--- src/rtl/mem_arbiter_pkg.sv ---
// -----------------------------------------------------------------------------
// mem_arbiter_pkg
// Shared definitions for the single-port memory arbiter:
//   - arb_state_t : 2-bit FSM encoding (ARB_IDLE/ARB_IF_BUSY/ARB_MEM_BUSY/ARB_RESP)
//   - ARB_SEL_ALL : byte-enable pattern driven on fetch transactions
//   - wd_cnt_w()  : watchdog counter width (at least 8 bits)
// -----------------------------------------------------------------------------
package mem_arbiter_pkg;

  typedef enum logic [1:0] {
    ARB_IDLE     = 2'd0,
    ARB_IF_BUSY  = 2'd1,
    ARB_MEM_BUSY = 2'd2,
    ARB_RESP     = 2'd3
  } arb_state_t;

  localparam logic [3:0] ARB_SEL_ALL = 4'hF;

  // The counter must be able to represent the limit and is never narrower
  // than 8 bits.
  function automatic int unsigned wd_cnt_w(input int unsigned limit);
    int unsigned w;
    w = $clog2(limit + 1);
    return (w > 8) ? w : 8;
  endfunction

endpackage

--- src/rtl/mem_arbiter_watchdog.sv ---
// -----------------------------------------------------------------------------
// arb_watchdog
// Cycle counter with compare used to abandon a bus transaction that never
// receives bus_ack. Only built when MEM_ARB_WATCHDOG_EN is defined.
// Ports:
//   clk       : clock
//   rst       : asynchronous active-low reset
//   i_clr     : hold the count at zero (arbiter not in a BUSY state)
//   i_en      : count this cycle (BUSY and no bus_ack)
//   o_timeout : this edge would bring the count to TIMEOUT
// -----------------------------------------------------------------------------
`ifdef MEM_ARB_WATCHDOG_EN
module arb_watchdog
  import mem_arbiter_pkg::*;
#(
  parameter int unsigned TIMEOUT = 255
) (
  input  logic clk,
  input  logic rst,
  input  logic i_clr,
  input  logic i_en,
  output logic o_timeout
);

  localparam int unsigned CNT_W = wd_cnt_w(TIMEOUT);
  localparam logic [CNT_W-1:0] LAST_CNT = CNT_W'(TIMEOUT - 1);

  logic [CNT_W-1:0] r_cnt;

  always_ff @(posedge clk or negedge rst) begin
    if (!rst) begin
      r_cnt <= '0;
    end else if (i_clr) begin
      r_cnt <= '0;
    end else if (i_en) begin
      r_cnt <= r_cnt + 1'b1;
    end
  end

  // TIMEOUT ack-less BUSY cycles have elapsed once the count is TIMEOUT-1
  // and this cycle is also ack-less.
  assign o_timeout = i_en && (r_cnt == LAST_CNT);

endmodule
`endif

--- src/rtl/mem_arbiter.sv ---
// -----------------------------------------------------------------------------
// mem_arbiter
// Single-port memory arbiter between instruction fetch (IF) and the MEM-stage
// load/store path. One transaction at a time on a shared req/ack bus; the MEM
// port has fixed priority over fetch.
//
// Optional feature: define MEM_ARB_WATCHDOG_EN to build the bus watchdog
// (arb_watchdog). Without it the arbiter waits for bus_ack indefinitely and
// bus_err is tied low.
//
// Handshake: a requester raises *_req with its fields and holds req high
// until it sees its one-cycle *_ack; read data is valid in that ack cycle and
// is held until the next completion on the same port. On the bus side,
// bus_req and the bus fields stay constant from the grant edge until bus_ack
// is sampled high; bus_rdata is only meaningful together with bus_ack.
//
// Ports:
//   clk, rst                 : clock, asynchronous active-low reset
//   if_req/if_addr           : fetch request, PC
//   if_rdata/if_ack          : fetched instruction, completion pulse
//   mem_req/we/sel/addr/wdata: load/store request
//   mem_rdata/mem_ack        : load data, completion pulse
//   bus_req/we/sel/addr/wdata: shared bus request (registered)
//   bus_rdata/bus_ack        : shared bus response
//   stallreq_if/stallreq_mem : per-port waiting indication (combinational)
//   bus_err                  : sticky watchdog error
//   dbg_state                : current FSM state
// -----------------------------------------------------------------------------
module mem_arbiter
  import mem_arbiter_pkg::*;
#(
  parameter int unsigned ADDR_W  = 32,
  parameter int unsigned DATA_W  = 32,
  parameter int unsigned TIMEOUT = 255
) (
  input  logic              clk,
  input  logic              rst,
  input  logic              if_req,
  input  logic [ADDR_W-1:0] if_addr,
  output logic [DATA_W-1:0] if_rdata,
  output logic              if_ack,
  input  logic              mem_req,
  input  logic              mem_we,
  input  logic [3:0]        mem_sel,
  input  logic [ADDR_W-1:0] mem_addr,
  input  logic [DATA_W-1:0] mem_wdata,
  output logic [DATA_W-1:0] mem_rdata,
  output logic              mem_ack,
  output logic              bus_req,
  output logic              bus_we,
  output logic [3:0]        bus_sel,
  output logic [ADDR_W-1:0] bus_addr,
  output logic [DATA_W-1:0] bus_wdata,
  input  logic [DATA_W-1:0] bus_rdata,
  input  logic              bus_ack,
  output logic              stallreq_if,
  output logic              stallreq_mem,
  output logic              bus_err,
  output logic [1:0]        dbg_state
);

  arb_state_t r_state;
  arb_state_t w_next;

  logic              w_busy;
  logic              w_timeout;
  logic              w_done;

  logic              r_bus_req;
  logic              r_bus_we;
  logic [3:0]        r_bus_sel;
  logic [ADDR_W-1:0] r_bus_addr;
  logic [DATA_W-1:0] r_bus_wdata;
  logic              r_if_ack;
  logic              r_mem_ack;
  logic [DATA_W-1:0] r_if_rdata;
  logic [DATA_W-1:0] r_mem_rdata;

  assign w_busy = (r_state == ARB_IF_BUSY) || (r_state == ARB_MEM_BUSY);

`ifdef MEM_ARB_WATCHDOG_EN
  logic r_bus_err;

  arb_watchdog #(
    .TIMEOUT (TIMEOUT)
  ) u_watchdog (
    .clk       (clk),
    .rst       (rst),
    .i_clr     (!w_busy),
    .i_en      (w_busy && !bus_ack),
    .o_timeout (w_timeout)
  );

  // w_timeout is already masked by bus_ack, so a late ack wins the race and
  // never raises the error.
  always_ff @(posedge clk or negedge rst) begin
    if (!rst) begin
      r_bus_err <= 1'b0;
    end else if (w_timeout) begin
      r_bus_err <= 1'b1;
    end
  end

  assign bus_err = r_bus_err;
`else
  assign w_timeout = 1'b0;
  assign bus_err   = 1'b0;

  // TIMEOUT only sizes the watchdog; it stays on the interface so both builds
  // share one parameter list.
  if (TIMEOUT == 0) begin : g_timeout_unused
  end
`endif

  // A transaction ends on a sampled bus_ack or on a watchdog expiry.
  assign w_done = bus_ack || w_timeout;

  // State register
  always_ff @(posedge clk or negedge rst) begin
    if (!rst) begin
      r_state <= ARB_IDLE;
    end else begin
      r_state <= w_next;
    end
  end

  // Next-state logic
  always_comb begin
    w_next = r_state;
    case (r_state)
      ARB_IDLE: begin
        if (mem_req) begin
          w_next = ARB_MEM_BUSY;
        end else if (if_req) begin
          w_next = ARB_IF_BUSY;
        end
      end
      ARB_IF_BUSY,
      ARB_MEM_BUSY: begin
        if (w_done) begin
          w_next = ARB_RESP;
        end
      end
      ARB_RESP: w_next = ARB_IDLE;
      default:  w_next = ARB_IDLE;
    endcase
  end

  // Registered bus fields, acks and read data. The bus fields are only
  // written on the IDLE->BUSY grant, which keeps them stable for the whole
  // transaction regardless of what the requesters do meanwhile.
  always_ff @(posedge clk or negedge rst) begin
    if (!rst) begin
      r_bus_req   <= 1'b0;
      r_bus_we    <= 1'b0;
      r_bus_sel   <= 4'h0;
      r_bus_addr  <= '0;
      r_bus_wdata <= '0;
      r_if_ack    <= 1'b0;
      r_mem_ack   <= 1'b0;
      r_if_rdata  <= '0;
      r_mem_rdata <= '0;
    end else begin
      r_if_ack  <= 1'b0;
      r_mem_ack <= 1'b0;
      case (r_state)
        ARB_IDLE: begin
          if (mem_req) begin
            r_bus_req   <= 1'b1;
            r_bus_we    <= mem_we;
            r_bus_sel   <= mem_sel;
            r_bus_addr  <= mem_addr;
            r_bus_wdata <= mem_wdata;
          end else if (if_req) begin
            r_bus_req   <= 1'b1;
            r_bus_we    <= 1'b0;
            r_bus_sel   <= ARB_SEL_ALL;
            r_bus_addr  <= if_addr;
            r_bus_wdata <= '0;
          end
        end
        ARB_IF_BUSY: begin
          if (w_done) begin
            r_bus_req  <= 1'b0;
            r_if_ack   <= 1'b1;
            r_if_rdata <= bus_ack ? bus_rdata : '0;
          end
        end
        ARB_MEM_BUSY: begin
          if (w_done) begin
            r_bus_req   <= 1'b0;
            r_mem_ack   <= 1'b1;
            r_mem_rdata <= bus_ack ? bus_rdata : '0;
          end
        end
        default: begin
        end
      endcase
    end
  end

  // Output logic
  assign bus_req      = r_bus_req;
  assign bus_we       = r_bus_we;
  assign bus_sel      = r_bus_sel;
  assign bus_addr     = r_bus_addr;
  assign bus_wdata    = r_bus_wdata;
  assign if_ack       = r_if_ack;
  assign mem_ack      = r_mem_ack;
  assign if_rdata     = r_if_rdata;
  assign mem_rdata    = r_mem_rdata;
  assign stallreq_if  = if_req  & ~r_if_ack;
  assign stallreq_mem = mem_req & ~r_mem_ack;
  assign dbg_state    = r_state;

endmodule

--- config.mk ---
export PLATFORM = sky130hd
export DESIGN_NAME = mem_arbiter
export DESIGN_NICKNAME = d
export VERILOG_FILES = /design/src/rtl/mem_arbiter_pkg.sv /design/src/rtl/mem_arbiter_watchdog.sv /design/src/rtl/mem_arbiter.sv
export SDC_FILE = /design/constraint.sdc
export NUM_CORES = 1
export LEC_CHECK = 0
export BUFFER_PORTS_ARGS = -buffer_cell sky130_fd_sc_hd__buf_4
export CAP_MARGIN = 0
export CORE_AREA = 3 3 114 116
export DETAILED_ROUTE_END_ITERATION = 12
export DIE_AREA = 0 0 117 119
export PLACE_DENSITY = 0.79
export RECOVER_POWER = 100
export SYNTH_ARGS = -nofsm -noshare
export SYNTH_HDL_FRONTEND = slang
export SYNTH_SLANG_ARGS = --single-unit
--- constraint.sdc ---
create_clock -name clk -period 1.84 [get_ports clk]
set_input_delay 0.184 -clock clk [delete_from_list [all_inputs] [get_ports clk]]
set_output_delay 0.184 -clock clk [all_outputs]
set_load 0.02 [all_outputs]
==> Word-level counts from Yosys, hierarchy flattened <==
Cells that the tools add are included.
{ "classes": {"eq_ne": 5, "muxes": 19, "bitwise": 4, "n_reduce_logical": 9} }
{ "op_table": {"columns": ["cell", "n"], "rows": [
  ["2-to-1 mux 32 bit", 4],
  ["2-to-1 mux 1 bit", 8],
  ["2-to-1 mux 4 bit", 2],
  ["AND reduction 2 bit", 4],
  ["2-to-1 mux 2 bit", 3],
  ["one-hot mux 2 bit (3 select lines)", 1],
  ["== test 2 bit (second input constant)", 2],
  ["nonzero test 2 bit", 2],
  ["!= test 3 bit (second input constant)", 1],
  ["AND reduction 3 bit", 1],
  ["AND 1 bit", 2],
  ["== test 2 x 1 -> 1 bit (second input constant)", 1],
  ["logical NOT 2 bit", 1],
  ["!= test 2 x 1 -> 1 bit (second input constant)", 1],
  ["NOT 1 bit", 2],
  ["one-hot mux 1 bit (2 select lines)", 1],
  ["OR reduction 2 bit", 1]
]} }
{ "totals": {"regBits": 138, "out_inout_bits": 141} }

==> Longest topological paths before layout <==
{ "logic_depth": {"ltp_word": 4, "mapped_depth": 7, "mapped_depth_nobuf": 5} }

==> Least setup slack after synthesis <==
No wires, ideal clock.
{ "synth_timing": {"kind": "register to register", "startpoint": "register r_state[0], in the netlist dbg_state[0]", "endpoint": "register r_mem_rdata[10], in the netlist mem_rdata[10]", "setup_time_ps": 125, "t_arrival_ps": 1473, "required_ps": 1715, "path_slack_ps": 243, "stages_incl_launch_ff": 6, "synth_period_minus_slack_ps": 1597, "cell_sequence": "dfrtp_1 inv_1 ha_1 nand2_1 buf_2 mux2_2"} }
{ "synth_between": {"elab_chain_len": 2} }
{ "synth_lines": {"columns": ["element", "line_no", "rtl"], "rows": [
  ["start: declaration", "mem_arbiter.sv:62", "arb_state_t r_state;"],
  ["start signal: assignment", "mem_arbiter.sv:123", "r_state <= w_next;"],
  ["== test 2 bit", "mem_arbiter.sv:166", "case (r_state)"],
  ["AND reduction 2 bit (no line)", null, null],
  ["end signal: assignment", "mem_arbiter.sv:193", "r_mem_rdata <= bus_ack ? bus_rdata : '0;"],
  ["end: declaration", "mem_arbiter.sv:77", "logic [DATA_W-1:0] r_mem_rdata;"]
]} }
Every way passes these cells.
A chain may end at the register's enable or synchronous reset.

==> Final worst setup path <==
{ "layout_timing": {"startpoint": "register r_state[1], in the netlist dbg_state[1]", "endpoint": "register r_if_rdata[29], in the netlist if_rdata[29]"} }
{ "layout_between": {"elab_chain_len": 2} }
{ "layout_lines": {"columns": ["element", "line_no", "rtl"], "rows": [
  ["== test 2 x 1 -> 1 bit", "mem_arbiter.sv:166", null],
  ["AND reduction 2 bit (no line)", null, null],
  ["end signal: assignment", "mem_arbiter.sv:186", "r_if_rdata <= bus_ack ? bus_rdata : '0;"],
  ["end: declaration", "mem_arbiter.sv:76", "logic [DATA_W-1:0] r_if_rdata;"]
]} }
Every way passes these cells.

==> qor.csv <==
stage,metric,value,unit
cells_and_area,share of cells above drive strength 1,32.47,%
worst_setup_path,CP Data Required Time,2.13,ns
sta,setup TNS,0,ns
job,Max Cap Viol,0,
power_and_ir_drop,static leakage,3.898,nW
worst_setup_path,r2r setup slk,0.16,ns
synthesis,synthesized flop and latch total,138,
floorplanning,row cnt,40,
synthesis,YS warnings,0,
cells_and_area,Final #Nets,863,
worst_hold_path,hold crit path type,primary input to register,
worst_hold_path,worst hold stages,2,
power_and_ir_drop,pwr/cell area,1817,nW/um2
worst_setup_path,Worst Setup End Kind,register,
global_routing,vias in the first global route,4577,
synthesis,Synth Area in Adders,0.9200,%
worst_setup_path,"slowest stage cell, crit path",clkbuf_4,
synthesis,post-synth top area cell,dfrtp_1,
routing,DR DRC count,0,
worst_setup_path,CP bufs+invs,2,
floorplanning,Core ar.,12010,um2
sta,slew margin rel.,42.55,%
worst_setup_path,worst-path cell chain,"inv_1, ha_1, nand2_1, clkbuf_4, mux2_2",
cts,clock sink count,138,
routing,final WL,15700,um
placement,Post-Place Setup Slack,0.2514,ns
cts,worst-skew pair later-pin latency,0.41,ns
worst_setup_path,CP max FO,33,
global_routing,first-pass GRT wire length,23750,um
routing,vias,4331,
global_routing,initial antenna violation count,0,
synthesis,"Seq/Total Area, Yosys",63.48,%
floorplanning,die footprint,13920,um2
synthesis,Mapped Area,5440,um2
cells_and_area,Post-Layout Inst Area,8249,um2
floorplanning,IO Count,279,
cts,clk buf depth,2,
sta,setup ws final,0.1562,ns
floorplanning,Die Y,119,um
synthesis,top post-synthesis cells by area,"dfrtp_1, mux2_2, mux2i_1, a22o_1, nand2_1",
routing,DR iter-0 viols,186,
sta,# setup viols final,0,
sta,minimum hold slack,0.01588,ns
cts,depth of the CTS H-tree,4,
cts,clock-pin transition on the worst setup and hold timing paths,0.06,ns
placement,Port Buf Inserts,277,
cts,CTS tree,built,
worst_setup_path,Crit Path Category,register to register,
routing,vias per cell,4.922,
routing,wire per inst,17.84,um
cells_and_area,fillers,959,
sta,Final Hold Vio Count,0,
cts,TritonCTS Buffers,17,
cts,cts repair resizes,0,
worst_setup_path,CP arrival,1.98,ns
sta,post-route clock period utilization,91.51,%
floorplanning,Chip Width,117,um
worst_setup_path,Reg2Reg Depth,5,
sta,Final Skew,0.007017,ns
global_routing,largest net degree at the start of global routing,65,
floorplanning,initial core utilization,45.29,%
synthesis,Post-Synth XOR/XNOR Area,0,%
routing,Detailed Routing Iterations Pass 1,4,
synthesis,post-synthesis compound-gate area fraction,9.591,%
synthesis,fraction of the mapped netlist area in simple logic gates,3.128,%
cells_and_area,ANT cells,0,
worst_setup_path,CP top delay family,buffers and inverters,
sta,min cycle time layout,1.684,ns
placement,Placed Instance Area,7702,um2
synthesis,Mapped Cells,387,
synthesis,post-synthesis mux area share,19.69,%
synthesis,top cell type's share of synthesized area,63.48,%
worst_setup_path,CP peak stage delay,0.44,ns
sta,RSZ-0062 raised after global routing,no,
global_routing,total track usage,22.42,%
worst_setup_path,Critical Path Source Type,register,
synthesis,combinational family with the most area after synthesis,multiplexers,
synthesis,Synth Area per Inst,14.06,um2
routing,DRT antenna net count,0,
power_and_ir_drop,Peak VDD IR,0.001026,V
sta,Slew @ Worst Pin,0.8617,ns
placement,gpl congestion,0.7495,
sta,Final Max Slew Viols,0,
worst_setup_path,Crit path depth,5,
placement,detailed placer's ending HPWL,10810,um
outcome,outcome,completed,
synthesis,post-synth cell types,23,
sta,Fmax,593.9,MHz
cts,clk root buf,clkbuf_16,
cells_and_area,area grow syn2layout,51.63,%
cells_and_area,"Core Util, Final",68.68,%
global_routing,Overflow after GRT,0,
synthesis,syn_nets,529,
[cell type report]
type                            instances  area (um2)  area share, %
Clock buffer                           24       491.7          5.961
Sequential cell                       138        3453          41.86
Inverter                                4       15.01         0.1820
Clock inverter                          7       90.09          1.092
Multi-Input combinational cell        220        1821          22.07
Tap cell                              147       183.9          2.230
Timing Repair Buffer                  340        2195          26.60
[synthesized netlist by cell type]
cell type  instances
clkbuf_1           1
dfrtp_1          138
o22a_1             4
o21ai_1           16
o21ai_2            1
conb_1             1
buf_6              3
nand2_1           36
nor2_1             1
ha_1               4
and2_1             1
mux2i_1           35
a21oi_2            1
o21ai_0           17
buf_2             15
nor2b_1            4
inv_1              4
mux2_2            64
a21oi_1            1
buf_4              5
a22o_1            33
o21ba_1            1
clkbuf_2           1
[what timing repair did]
| item | CTS | global route |
|---|---|---|
| buffers inserted | 0 | 0 |
| hold endpoints to repair | 110 | 0 |
| hold buffers | 54 | 0 |
[where the power goes]
group	internal (mW)	switching, mW	total [mW]
registers	4.57	0.839	5.41
logic	2.28	3.98	6.26
clock network	2.12	1.19	3.32
[worst register-to-register path, stage by stage, from the launching register on]
cell	delay, ns
dfrtp_1	0.36
inv_1	0.10
ha_1	0.19
nand2_1	0.05
clkbuf_4	0.44
mux2_2	0.42
[flip-flops by register name, indices dropped and copies added (netlist names)]
signal,count
bus_wdata,32
if_rdata,32
bus_we,1
if_ack,1
bus_addr,32
dbg_state,2
bus_req,1
bus_sel,4
mem_rdata,32
mem_ack,1
[logic make-up after synthesis]
family,Yosys count
adder cells (fa/ha/maj),4
AO/OA/AOI/OAI,74
flip-flops,138
AND/OR/NAND/NOR,42
buffers and inverters,29
other,1
multiplexers,99
[cell usage in the layout, fill, tap and decap left out]
cell	netlist	layout
ha_1	4	4
clkinvlp_4	0	2
o21ai_4	0	1
dfrtp_1	138	138
o22a_1	4	4
dlygate4sd3_1	0	54
bufinv_16	0	2
a22o_1	33	33
nand2_1	36	36
clkbuf_16	0	17
nor2_1	1	1
nor2b_1	4	4
clkbuf_4	0	2
clkbuf_8	0	4
clkbuf_2	1	1
mux2i_1	35	35
and2_0	0	1
buf_6	3	1
buf_2	15	1
mux2_2	64	64
a21oi_1	1	2
o21ba_1	1	1
inv_1	4	4
clkinv_2	0	3
conb_1	1	1
buf_4	5	137
o21ai_0	17	31
buf_12	0	3
o21ai_1	16	2
clkbuf_1	1	144
[per-stage QoR]
step,cells,total power [mW]
6_report,880,14.99
5_1_grt,880,15.82
4_1_cts,880,16.42
3_5_place_dp,795,12.97
3_3_place_gp,795,12.71
2_1_floorplan,387,9.463
[routing by layer]
metal	global-route usage (%)	vias up	wire, um	part of all wire (%)
li1	-	2035	-	-
met1	23.23	2068	5571	35
met2	40.58	186	8430	54
met3	7.114	42	1143	7.3
met4	9.749	0	552	3.5
met5	0	-	0	0
[final timing paths]
| check | start | end |
|---|---|---|
| min reg2reg | bus_addr[21] | bus_addr[21] |
| min in group asynchronous | rst | if_rdata[1] |
| max | dbg_state[1] | if_rdata[29] |
| min | bus_rdata[28] | mem_rdata[28] |
| max in group asynchronous | rst | bus_addr[26] |
| max reg2reg | dbg_state[1] | if_rdata[29] |
(Power assumes the default switching activity.)
